**config.mk**
```make
export PLATFORM = sky130hd
export DESIGN_NAME = calc_seq_ctrl
export DESIGN_NICKNAME = d
export VERILOG_FILES = /design/src/rtl/calc_pkg.sv /design/src/rtl/bcd_entry_reg.sv /design/src/rtl/calc_seq_ctrl.sv
export SDC_FILE = /design/constraint.sdc
export NUM_CORES = 1
export LEC_CHECK = 0
export CORE_ASPECT_RATIO = 0.9
export CORE_MARGIN = 2
export CORE_UTILIZATION = 55
export DETAILED_ROUTE_END_ITERATION = 6
export GPL_ROUTABILITY_DRIVEN = 0
export PLACE_DENSITY = 0.82
export SYNTH_ARGS = -nofsm -noshare
export SYNTH_HDL_FRONTEND = slang
export SYNTH_HIERARCHICAL = 1
export SYNTH_SLANG_ARGS = --single-unit
export TNS_END_PERCENT = 5
```
**constraint.sdc**
```tcl
create_clock -name clk -period 3.6 [get_ports clk]
set_input_delay 1.08 -clock clk [delete_from_list [all_inputs] [get_ports clk]]
set_output_delay 1.08 -clock clk [all_outputs]
set_load 0.05 [all_outputs]
```
**src/rtl/calc_pkg.sv**
```systemverilog
// Shared key codes, FSM states and WAIT length for the calculator sequencer.
// Latency: n/a (declarations only).
// Backpressure: n/a.
package calc_pkg;

  localparam logic [3:0] KEY_ADD = 4'd10;
  localparam logic [3:0] KEY_EQ  = 4'd11;
  localparam logic [3:0] KEY_CLR = 4'd12;

  // Cycles spent in WAIT while the adder's registered sum settles.
  localparam int WAIT_CYCLES = 2;

  typedef enum logic [2:0] {
    ST_IDLE,
    ST_ENTER_A,
    ST_ENTER_B,
    ST_WAIT,
    ST_SHOW
  } state_t;

  // Codes 0..9 are decimal digits.
  function automatic logic is_digit(input logic [3:0] code);
    return code <= 4'd9;
  endfunction

endpackage

```
**src/rtl/bcd_entry_reg.sv**
```systemverilog
// Two-digit BCD operand register with entered-digit count (0..2).
// Latency: clr/load/shift visible one cycle after the sampling edge.
// Backpressure: none; caller gates shift when the operand is full.
module bcd_entry_reg (
  input  logic       clk,
  input  logic       rst_n,
  input  logic       clr,
  input  logic       load,
  input  logic       shift,
  input  logic [3:0] digit,
  output logic [3:0] tens,
  output logic [3:0] ones,
  output logic [1:0] count
);

  // Clear wins over load; load restarts the operand with a single digit.
  always_ff @(posedge clk or negedge rst_n) begin
    if (!rst_n) begin
      tens  <= 4'd0;
      ones  <= 4'd0;
      count <= 2'd0;
    end else if (clr) begin
      tens  <= 4'd0;
      ones  <= 4'd0;
      count <= 2'd0;
    end else if (load) begin
      tens  <= 4'd0;
      ones  <= digit;
      count <= 2'd1;
    end else if (shift) begin
      tens  <= ones;
      ones  <= digit;
      count <= count + 2'd1;
    end
  end

endmodule

```
**src/rtl/calc_seq_ctrl.sv**
```systemverilog
// Keypad sequencer feeding a registered two-digit BCD adder and a 4-digit display.
// Latency: stores/state 1 cycle after key; display 1 cycle later; sum shown 3 cycles after '='.
// Backpressure: none; keys arriving during WAIT (including clear) are dropped.
module calc_seq_ctrl
  import calc_pkg::*;
(
  input  logic       clk,
  input  logic       rst_n,
  input  logic       key_valid,
  input  logic [3:0] key_code,
  input  logic [3:0] add_a0,
  input  logic [3:0] add_a1,
  input  logic [3:0] add_a2,
  input  logic [3:0] add_a3,
  output logic [3:0] store_s0,
  output logic [3:0] store_s1,
  output logic [3:0] store_s2,
  output logic [3:0] store_s3,
  output logic [3:0] disp0,
  output logic [3:0] disp1,
  output logic [3:0] disp2,
  output logic [3:0] disp3,
  output logic       result_valid,
  output logic       busy
);

  state_t     state, state_nxt;
  logic [1:0] wait_cnt, wait_cnt_nxt;
  logic       a_clr, a_load, a_shift, b_clr, b_shift, capture, res_clr;
  logic [1:0] a_cnt, b_cnt;
  logic [3:0] res0, res1, res2, res3;
  logic       k_dig, k_add, k_eq, k_clr;

  assign k_dig = key_valid && is_digit(key_code);
  assign k_add = key_valid && (key_code == KEY_ADD);
  assign k_eq  = key_valid && (key_code == KEY_EQ);
  assign k_clr = key_valid && (key_code == KEY_CLR);

  bcd_entry_reg u_op_a (
    .clk   (clk),
    .rst_n (rst_n),
    .clr   (a_clr),
    .load  (a_load),
    .shift (a_shift),
    .digit (key_code),
    .tens  (store_s3),
    .ones  (store_s2),
    .count (a_cnt)
  );

  bcd_entry_reg u_op_b (
    .clk   (clk),
    .rst_n (rst_n),
    .clr   (b_clr),
    .load  (1'b0),
    .shift (b_shift),
    .digit (key_code),
    .tens  (store_s1),
    .ones  (store_s0),
    .count (b_cnt)
  );

  // State and WAIT counter registers.
  always_ff @(posedge clk or negedge rst_n) begin
    if (!rst_n) begin
      state    <= ST_IDLE;
      wait_cnt <= 2'd0;
    end else begin
      state    <= state_nxt;
      wait_cnt <= wait_cnt_nxt;
    end
  end

  // Key decode per state; operands hold untouched through WAIT and SHOW.
  always_comb begin
    state_nxt    = state;
    wait_cnt_nxt = wait_cnt;
    a_clr        = 1'b0;
    a_load       = 1'b0;
    a_shift      = 1'b0;
    b_clr        = 1'b0;
    b_shift      = 1'b0;
    capture      = 1'b0;
    res_clr      = 1'b0;
    if (k_clr && state != ST_WAIT) begin
      state_nxt    = ST_IDLE;
      wait_cnt_nxt = 2'd0;
      a_clr        = 1'b1;
      b_clr        = 1'b1;
      res_clr      = 1'b1;
    end else begin
      case (state)
        ST_IDLE: begin
          if (k_dig) begin
            a_load    = 1'b1;
            state_nxt = ST_ENTER_A;
          end else if (k_add) begin
            a_clr     = 1'b1;
            b_clr     = 1'b1;
            state_nxt = ST_ENTER_B;
          end
        end
        ST_ENTER_A: begin
          if (k_dig) begin
            a_shift = (a_cnt != 2'd2);
          end else if (k_add) begin
            b_clr     = 1'b1;
            state_nxt = ST_ENTER_B;
          end
        end
        ST_ENTER_B: begin
          if (k_dig) begin
            b_shift = (b_cnt != 2'd2);
          end else if (k_eq) begin
            wait_cnt_nxt = 2'd0;
            state_nxt    = ST_WAIT;
          end
        end
        ST_WAIT: begin
          if (wait_cnt == 2'(WAIT_CYCLES - 1)) begin
            capture      = 1'b1;
            wait_cnt_nxt = 2'd0;
            state_nxt    = ST_SHOW;
          end else begin
            wait_cnt_nxt = wait_cnt + 2'd1;
          end
        end
        ST_SHOW: begin
          if (k_dig) begin
            a_load    = 1'b1;
            b_clr     = 1'b1;
            state_nxt = ST_ENTER_A;
          end else if (k_add) begin
            b_clr     = 1'b1;
            state_nxt = ST_ENTER_B;
          end
        end
        default: state_nxt = ST_IDLE;
      endcase
    end
  end

  // Result registers: captured from the adder on the WAIT->SHOW edge.
  always_ff @(posedge clk or negedge rst_n) begin
    if (!rst_n) begin
      {res3, res2, res1, res0} <= 16'd0;
    end else if (res_clr) begin
      {res3, res2, res1, res0} <= 16'd0;
    end else if (capture) begin
      {res3, res2, res1, res0} <= {add_a3, add_a2, add_a1, add_a0};
    end
  end

  // Registered display mux, one cycle behind the stores; frozen during WAIT.
  always_ff @(posedge clk or negedge rst_n) begin
    if (!rst_n) begin
      {disp3, disp2, disp1, disp0} <= 16'd0;
    end else begin
      case (state)
        ST_IDLE, ST_ENTER_A: {disp3, disp2, disp1, disp0} <= {8'd0, store_s3, store_s2};
        ST_ENTER_B:          {disp3, disp2, disp1, disp0} <= {8'd0, store_s1, store_s0};
        ST_SHOW:             {disp3, disp2, disp1, disp0} <= {res3, res2, res1, res0};
        default: ;
      endcase
    end
  end

  assign busy         = (state == ST_WAIT);
  assign result_valid = (state == ST_SHOW);

endmodule

```
==> metrics.md, run 1 <==
| Metric | Value |
|---|---|
| CP Capture Type | `output pin` |
| Synthesized instance count | `268` |
| Top achievable clock speed | `0.317 GHz` |
| Crit path launch | `state[1]$_DFFE_PN0P_` |
| Critical Setup Path Class | `reg -> out` |
| Status | `completed` |
| Initial DRC count | `208` |
| Crit path largest cell delay | `0.83 ns` |
| R2r setup slk | `1.59 ns` |
| Initial antenna violation count | `0` |
| Distinct cell type count after synthesis | `49` |
| Clock Sink Count | `57` |
| Max Root-Sink Buffers | `2` |
| Clock root buffer | `clkbuf_8` |
| Worst slew margin | `54.8%` |
| DR vias/cell | `5.63` |
| Routed WL per cell | `16.6 um` |
| Main synth FF type | `dfrtp_1` |
| Count of input and output buffers | `56` |
| GRT overflow | `0` |
| Tot GR Track Use | `26.8%` |
| Placed insts | `393` |
| Die area | `5530 um^2` |
| Crit path max-delay cell type | `clkdlybuf4s50_1` |
| Total number of vias | `2301` |
| Ys async rst share | `100%` |
| Vias in the first global route | `2274` |
| Cts hold-fix bufs | `0` |
| Tmin final | `3.15 ns` |
| Synth top area cells | `dfrtp_1 52%, a21oi_1 5.5%, nand2_1 4.8%` |
| Reg2reg end | `u_op_a/tens[2]$_DFFE_PN0P_` |
| Die Y | `70.7 um` |
| Pleak | `1.60 nW` |
| Setup repair bufs after CTS | `0` |
| Final non-filler cell total | `409` |
| R2r startpoint | `state[2]$_DFFE_PN0P_` |
| Starting Density | `56.6%` |
| Antenna cell count | `0` |
| Setup ws final | `0.446 ns` |
| Startpoint Class | `flop` |
| Number of gates resized after cts | `0` |
| First-pass GRT wire length | `11200 um` |
| Worst Hold Slack | `0.497 ns` |
| Die Wd | `78.1 um` |
| Maximum vdd ir drop | `0.882 mV` |
| Final hold vios | `0` |
| Largest net degree at the start of global routing | `27` |
| Worst path required time | `2.52 ns` |
| Worst Max-Slew Pin Slew | `0.678 ns` |
| Mapped Area | `2720 um^2` |
| Count of state elements after synthesis | `57` |
| Nets | `362` |
| Place WS | `0.416 ns` |
| Initial DRT Pass Iterations | `4` |
| Hold path endpoint | `disp2[2]$_DFFE_PN0P_` |
| Fin Clk Skew | `0.00897 ns` |
| Remaining antenna violation count | `0` |
| CTS clock-pin slew for the worst setup and hold paths | `0.06 ns` |
| Area grow syn2layout | `31.9%` |
| Min-Delay Path Class | `reg -> reg` |
| TritonCTS clock tree | `built` |
| Most frequent cell after synthesis | `dfrtp_1` |
| Worst Reg-to-Reg Cells | `7` |
| I/O pin cnt | `57` |
| RSZ-0062 raised after global routing | `no` |
| Sequential share of the synthesized area | `52.4%` |
| Post-Route Setup TNS | `0 ns` |
| Synth warn | `6` |
| Worst-skew pair later-pin latency | `0.34 ns` |
| Crit Path Max Fanout | `10` |
| Final setup viols | `0` |
| Max Cap Viol | `0` |
| CP arrival | `2.07 ns` |
| Hold Crit Depth | `1` |
| H-tree Lvls | `3` |
| Cts bufs inserted | `9` |
| Hpwl dp | `4740 um` |
| Core Box Area | `4800 um^2` |
| Drt drc | `0` |
| Layout cells sized above 1 | `12.5%` |
| Synthesized area per cell | `10.2 um^2` |
| Crit-path cells | `nor2_4 > nand2_4 > clkinv_2 > clkdlybuf4s50_1` |
| Post-synth top cells | `57 x dfrtp_1, 35 x nand2_1, 30 x a21oi_1, 29 x nor2_1, 12 x o21ai_0` |
| Post-Route WL | `6810 um` |
| Period utilization | `87.6%` |
| Number of synthesized flops with an enable pin | `0` |
| Fin. max-slew vios | `0` |
| P per Cell Area | `915 nW/um^2` |
| Yosys top cell by area | `dfrtp_1` |
| FP Rows | `24` |
| Synth top area share | `52.4%` |
| HP Start | `res2[2]$_DFFE_PN0P_` |
-- cells by family after synthesis --
kind of cell / count (synthesis) / synth area share [%]
AO/OA/AOI/OAI: 85 / 20.9
XOR/XNOR: 2 / 0.644
buffers and inverters: 21 / 4.55
flip-flops: 57 / 52.4
multiplexers: 8 / 2.94
other: 1 / 0.138
AND/OR/NAND/NOR: 94 / 18.4
-- placed cells by master, fill, tap and decap left out, types with 2 or more instances in the layout --
cell type / synthesis / final
o22a_1: 9 / 9
clkbuf_8: 0 / 11
xnor2_1: 2 / 2
nor2_1: 29 / 29
o31a_1: 2 / 2
a21oi_1: 30 / 30
or3b_1: 8 / 8
clkdlybuf4s50_1: 0 / 55
clkinv_2: 1 / 3
a221oi_1: 2 / 2
o21ai_0: 12 / 12
nand2b_1: 2 / 2
dfrtp_1: 57 / 57
a22o_1: 8 / 8
nand2_1: 35 / 35
inv_2: 2 / 2
bufinv_16: 0 / 2
inv_1: 5 / 5
or2_2: 2 / 2
buf_4: 4 / 8
mux2i_1: 8 / 8
nor3_1: 2 / 2
conb_1: 1 / 10
nor2_2: 2 / 2
a21bo_2: 2 / 2
o22ai_1: 9 / 9
nand3b_1: 2 / 2
nor2_4: 2 / 2
-- metrics by stage --
step	instance area, um^2	util [%]	power, mW
6_report	3590	74.7	3.29
3_3_place_gp	3360	69.9	2.56
3_5_place_dp	3360	69.9	2.59
5_1_grt	3590	74.7	3.45
2_1_floorplan	2760	-	2.16
4_1_cts	3590	74.7	3.29
-- area by class of cell --
cell class	count	area (um^2)
sequential	57	1430
clock buffer	11	151
inverter	8	31.3
multi-input combinational	199	1200
tap	65	81.3
clock inverter	5	77.6
fill	364	1220
timing repair buffer	64	616
-- layer usage --
metal / up-vias / GRT usage [%] / routed length (um)
met5: - / 0 / 0
met4: 0 / 9.94 / 128
met3: 15 / 6.12 / 285
met2: 55 / 40.5 / 3230
met1: 1140 / 38.3 / 3160
li1: 1091 / - / -
-- worst max-delay path by stage --
stage                                 endpoint  cells past startpoint  slack, ns
detailed placement  u_op_a/tens[2]$_DFFE_PN0P_                      7       0.42
finish                            result_valid                      4       0.45
CTS                               result_valid                      4       0.44
floorplan           u_op_a/tens[0]$_DFFE_PN0P_                      6       1.17
global route                      result_valid                      4       0.35
global placement    u_op_a/tens[2]$_DFFE_PN0P_                      7       0.50
-- worst max-delay path, delay by kind of cell (launching register included) --
kind	cells	cell delay [ns]
DFF	1	0.40
buffers and inverters	2	1.00
and+or+nand+nor	2	0.34
-- power breakdown --
part | switching, mW | internal [mW]
combinational | 0.961 | 0.580
clock | 0.258 | 0.425
sequential | 0.191 | 0.870
Note: power is estimated with default switching activity, not from simulation.
==> run 2, diff against run 1 <==
--- a/config.mk
+++ b/config.mk
@@ -8,6 +8,7 @@
 export CORE_ASPECT_RATIO = 0.9
 export CORE_MARGIN = 2
 export CORE_UTILIZATION = 55
+export CTS_CLUSTER_DIAMETER = 200
 export DETAILED_ROUTE_END_ITERATION = 6
 export GPL_ROUTABILITY_DRIVEN = 0
 export PLACE_DENSITY = 0.82
==> results of run 2 <==
Same layout as run 1: the final DEF is identical, and so are final timing and power.
==> run 3, diff against run 2 <==
--- a/config.mk
+++ b/config.mk
@@ -7,11 +7,11 @@
 export LEC_CHECK = 0
 export CORE_ASPECT_RATIO = 0.9
 export CORE_MARGIN = 2
-export CORE_UTILIZATION = 55
+export CORE_UTILIZATION = 45
 export CTS_CLUSTER_DIAMETER = 200
 export DETAILED_ROUTE_END_ITERATION = 6
 export GPL_ROUTABILITY_DRIVEN = 0
-export PLACE_DENSITY = 0.82
+export PLACE_DENSITY = 0.72
 export SYNTH_ARGS = -nofsm -noshare
 export SYNTH_HDL_FRONTEND = slang
 export SYNTH_HIERARCHICAL = 1
==> constraint.sdc (replaced) <==
create_clock -name clk -period 2.75 [get_ports clk]
set_input_delay 0.825 -clock clk [delete_from_list [all_inputs] [get_ports clk]]
set_output_delay 0.825 -clock clk [all_outputs]
set_load 0.05 [all_outputs]
==> run 3 against run 2 <==
Compared with the run above: largest power group unchanged; non-clock buffer count grew 8; via count grew 0.91%; sequential power grew 32%; setup slack lost 0.14 ns; critical path depth shrank 3; wire length grew 0.16%.
==> metrics.md, run 3 (synthesis results as in run 1) <==
| Metric | Value |
|---|---|
| Status | `completed` |
| TritonCTS clock tree | `built` |
| Hold Crit Depth | `1` |
| Area grow syn2layout | `32.8%` |
| Die area | `6690 um^2` |
| First-pass GRT wire length | `11100 um` |
| Post-DP Area | `3450 um^2` |
| Largest net degree at the start of global routing | `28` |
| Remaining antenna violation count | `0` |
| RSZ-0062 raised after global routing | `no` |
| Tot GR Track Use | `21.4%` |
| Worst-skew pair later-pin latency | `0.33 ns` |
| Worst Max-Slew Pin Slew | `0.605 ns` |
| Register area | `1430 um^2` |
| Crit path max-delay cell type | `clkdlybuf4s50_1` |
| Critical Setup Path Class | `reg -> out` |
| Final setup viols | `0` |
| Setup repair bufs after CTS | `0` |
| Crit path largest cell delay | `0.84 ns` |
| Fin. max-slew vios | `0` |
| Placed insts | `406` |
| Maximum vdd ir drop | `1.06 mV` |
| Sequential power share | `34.1%` |
| Vias in the first global route | `2202` |
| CTS clock-pin slew for the worst setup and hold paths | `0.06 ns` |
| Post-Route WL | `6820 um` |
| Worst Reg-to-Reg Cells | `6` |
| Core Box Area | `5760 um^2` |
| Cell family with most CP delay | `buffers and inverters` |
| Starting Density | `47.3%` |
| Nets | `370` |
| Hpwl dp | `4860 um` |
| Max Cap Viol | `0` |
| Clock root buffer | `clkbuf_8` |
| Fillers | `490` |
| Routed WL per cell | `16.2 um` |
| Worst Hold Slack | `0.504 ns` |
| Combinational power share | `49.4%` |
| P per Cell Area | `1140 nW/um^2` |
| Post-Route Setup TNS | `0 ns` |
| Die Y | `77.8 um` |
| Crit-path cells | `clkdlybuf4s50_1` |
| Sw Share | `44.3%` |
| Initial DRT Pass Iterations | `5` |
| Top achievable clock speed | `0.410 GHz` |
| Final non-filler cell total | `420` |
| P_sw | `1.82 mW` |
| Layout cells sized above 1 | `14.6%` |
| I/O pin cnt | `57` |
| CP arrival | `1.62 ns` |
| Initial antenna violation count | `0` |
| CP Depth | `1` |
| Cts bufs inserted | `9` |
| Final hold vios | `0` |
| Cts hold-fix bufs | `0` |
| Cell Int Power | `2.29 mW` |
| Total number of vias | `2322` |
| Multi-input gate area | `1200 um^2` |
| Most frequent cells in the layout | `57 x dfrtp_1, 53 x clkdlybuf4s50_1, 35 x nand2_1` |
| Worst path required time | `1.93 ns` |
| Antenna cell count | `0` |
| Drt drc | `0` |
| CP Capture Type | `output pin` |
| Tmin final | `2.44 ns` |
| Worst path bufs/invs | `1` |
| Clock share of power | `16.5%` |
| FP Rows | `26` |
| Clock Sink Count | `57` |
| H-tree Lvls | `3` |
| Count of input and output buffers | `56` |
| DR vias/cell | `5.53` |
| Min-Delay Path Class | `reg -> reg` |
| GRT overflow | `0` |
| Fin Clk Skew | `0.00747 ns` |
| Startpoint Class | `flop` |
| Period utilization | `88.7%` |
| Die Wd | `86.0 um` |
| Initial DRC count | `148` |
| Most common library cell in the layout ignoring fill and taps | `dfrtp_1` |
| Number of gates resized after cts | `0` |
| Crit Path Max Fanout | `4` |
| Post-route cell area | `3610 um^2` |
| Worst slew margin | `59.7%` |
| Final core occ | `62.8%` |
| Pleak | `1.62 nW` |
| Max Root-Sink Buffers | `2` |
[run 3: worst paths after layout]
path	to	from	slack [ns]
min in group asynchronous	u_op_a/ones[2]$_DFFE_PN0P_	rst_n	0.51
max	store_s0[1]	u_op_b/ones[1]$_DFFE_PN0P_	0.31
min reg2reg	disp2[3]$_DFFE_PN0P_	res2[3]$_DFFE_PN0P_	0.50
min	disp2[3]$_DFFE_PN0P_	res2[3]$_DFFE_PN0P_	0.50
max reg2reg	u_op_a/tens[2]$_DFFE_PN0P_	state[2]$_DFFE_PN0P_	0.92
max in group asynchronous	disp2[3]$_DFFE_PN0P_	rst_n	1.58
[run 3: per-stage QoR]
step	setup slack, ns	total power [mW]
final	0.309	4.11
after floorplan	0.579	2.83
after global placement	0.0936	3.39
after global routing	0.248	4.34
after CTS	0.292	4.13
after detailed placement	0.0634	3.43
[run 3: power by group through the flow]
stage          registers, mW  logic (mW)  clock network, mW
2_1_floorplan           1.81        1.02                  0
3_3_place_gp            1.40        1.99                  0
3_5_place_dp            1.41        2.02                  0
4_1_cts                 1.40        2.03              0.696
5_1_grt                 1.44        2.17              0.728
6_report                1.40        2.03              0.680
[run 3: routing by layer]
layer,global-route usage [%],wire length [um]
met4,8.57,80
met1,31.4,3210
met2,30.9,3180
met3,4.36,351
met5,0,0
[run 3: layout make-up]
class	count	share of cell area (%)
Clock buffer	11	4.19
Clock inverter	3	0.485
Inverter	8	0.865
Multi-Input combinational cell	199	33.3
Sequential cell	57	39.5
Tap cell	70	2.42
Timing Repair Buffer	72	19.2
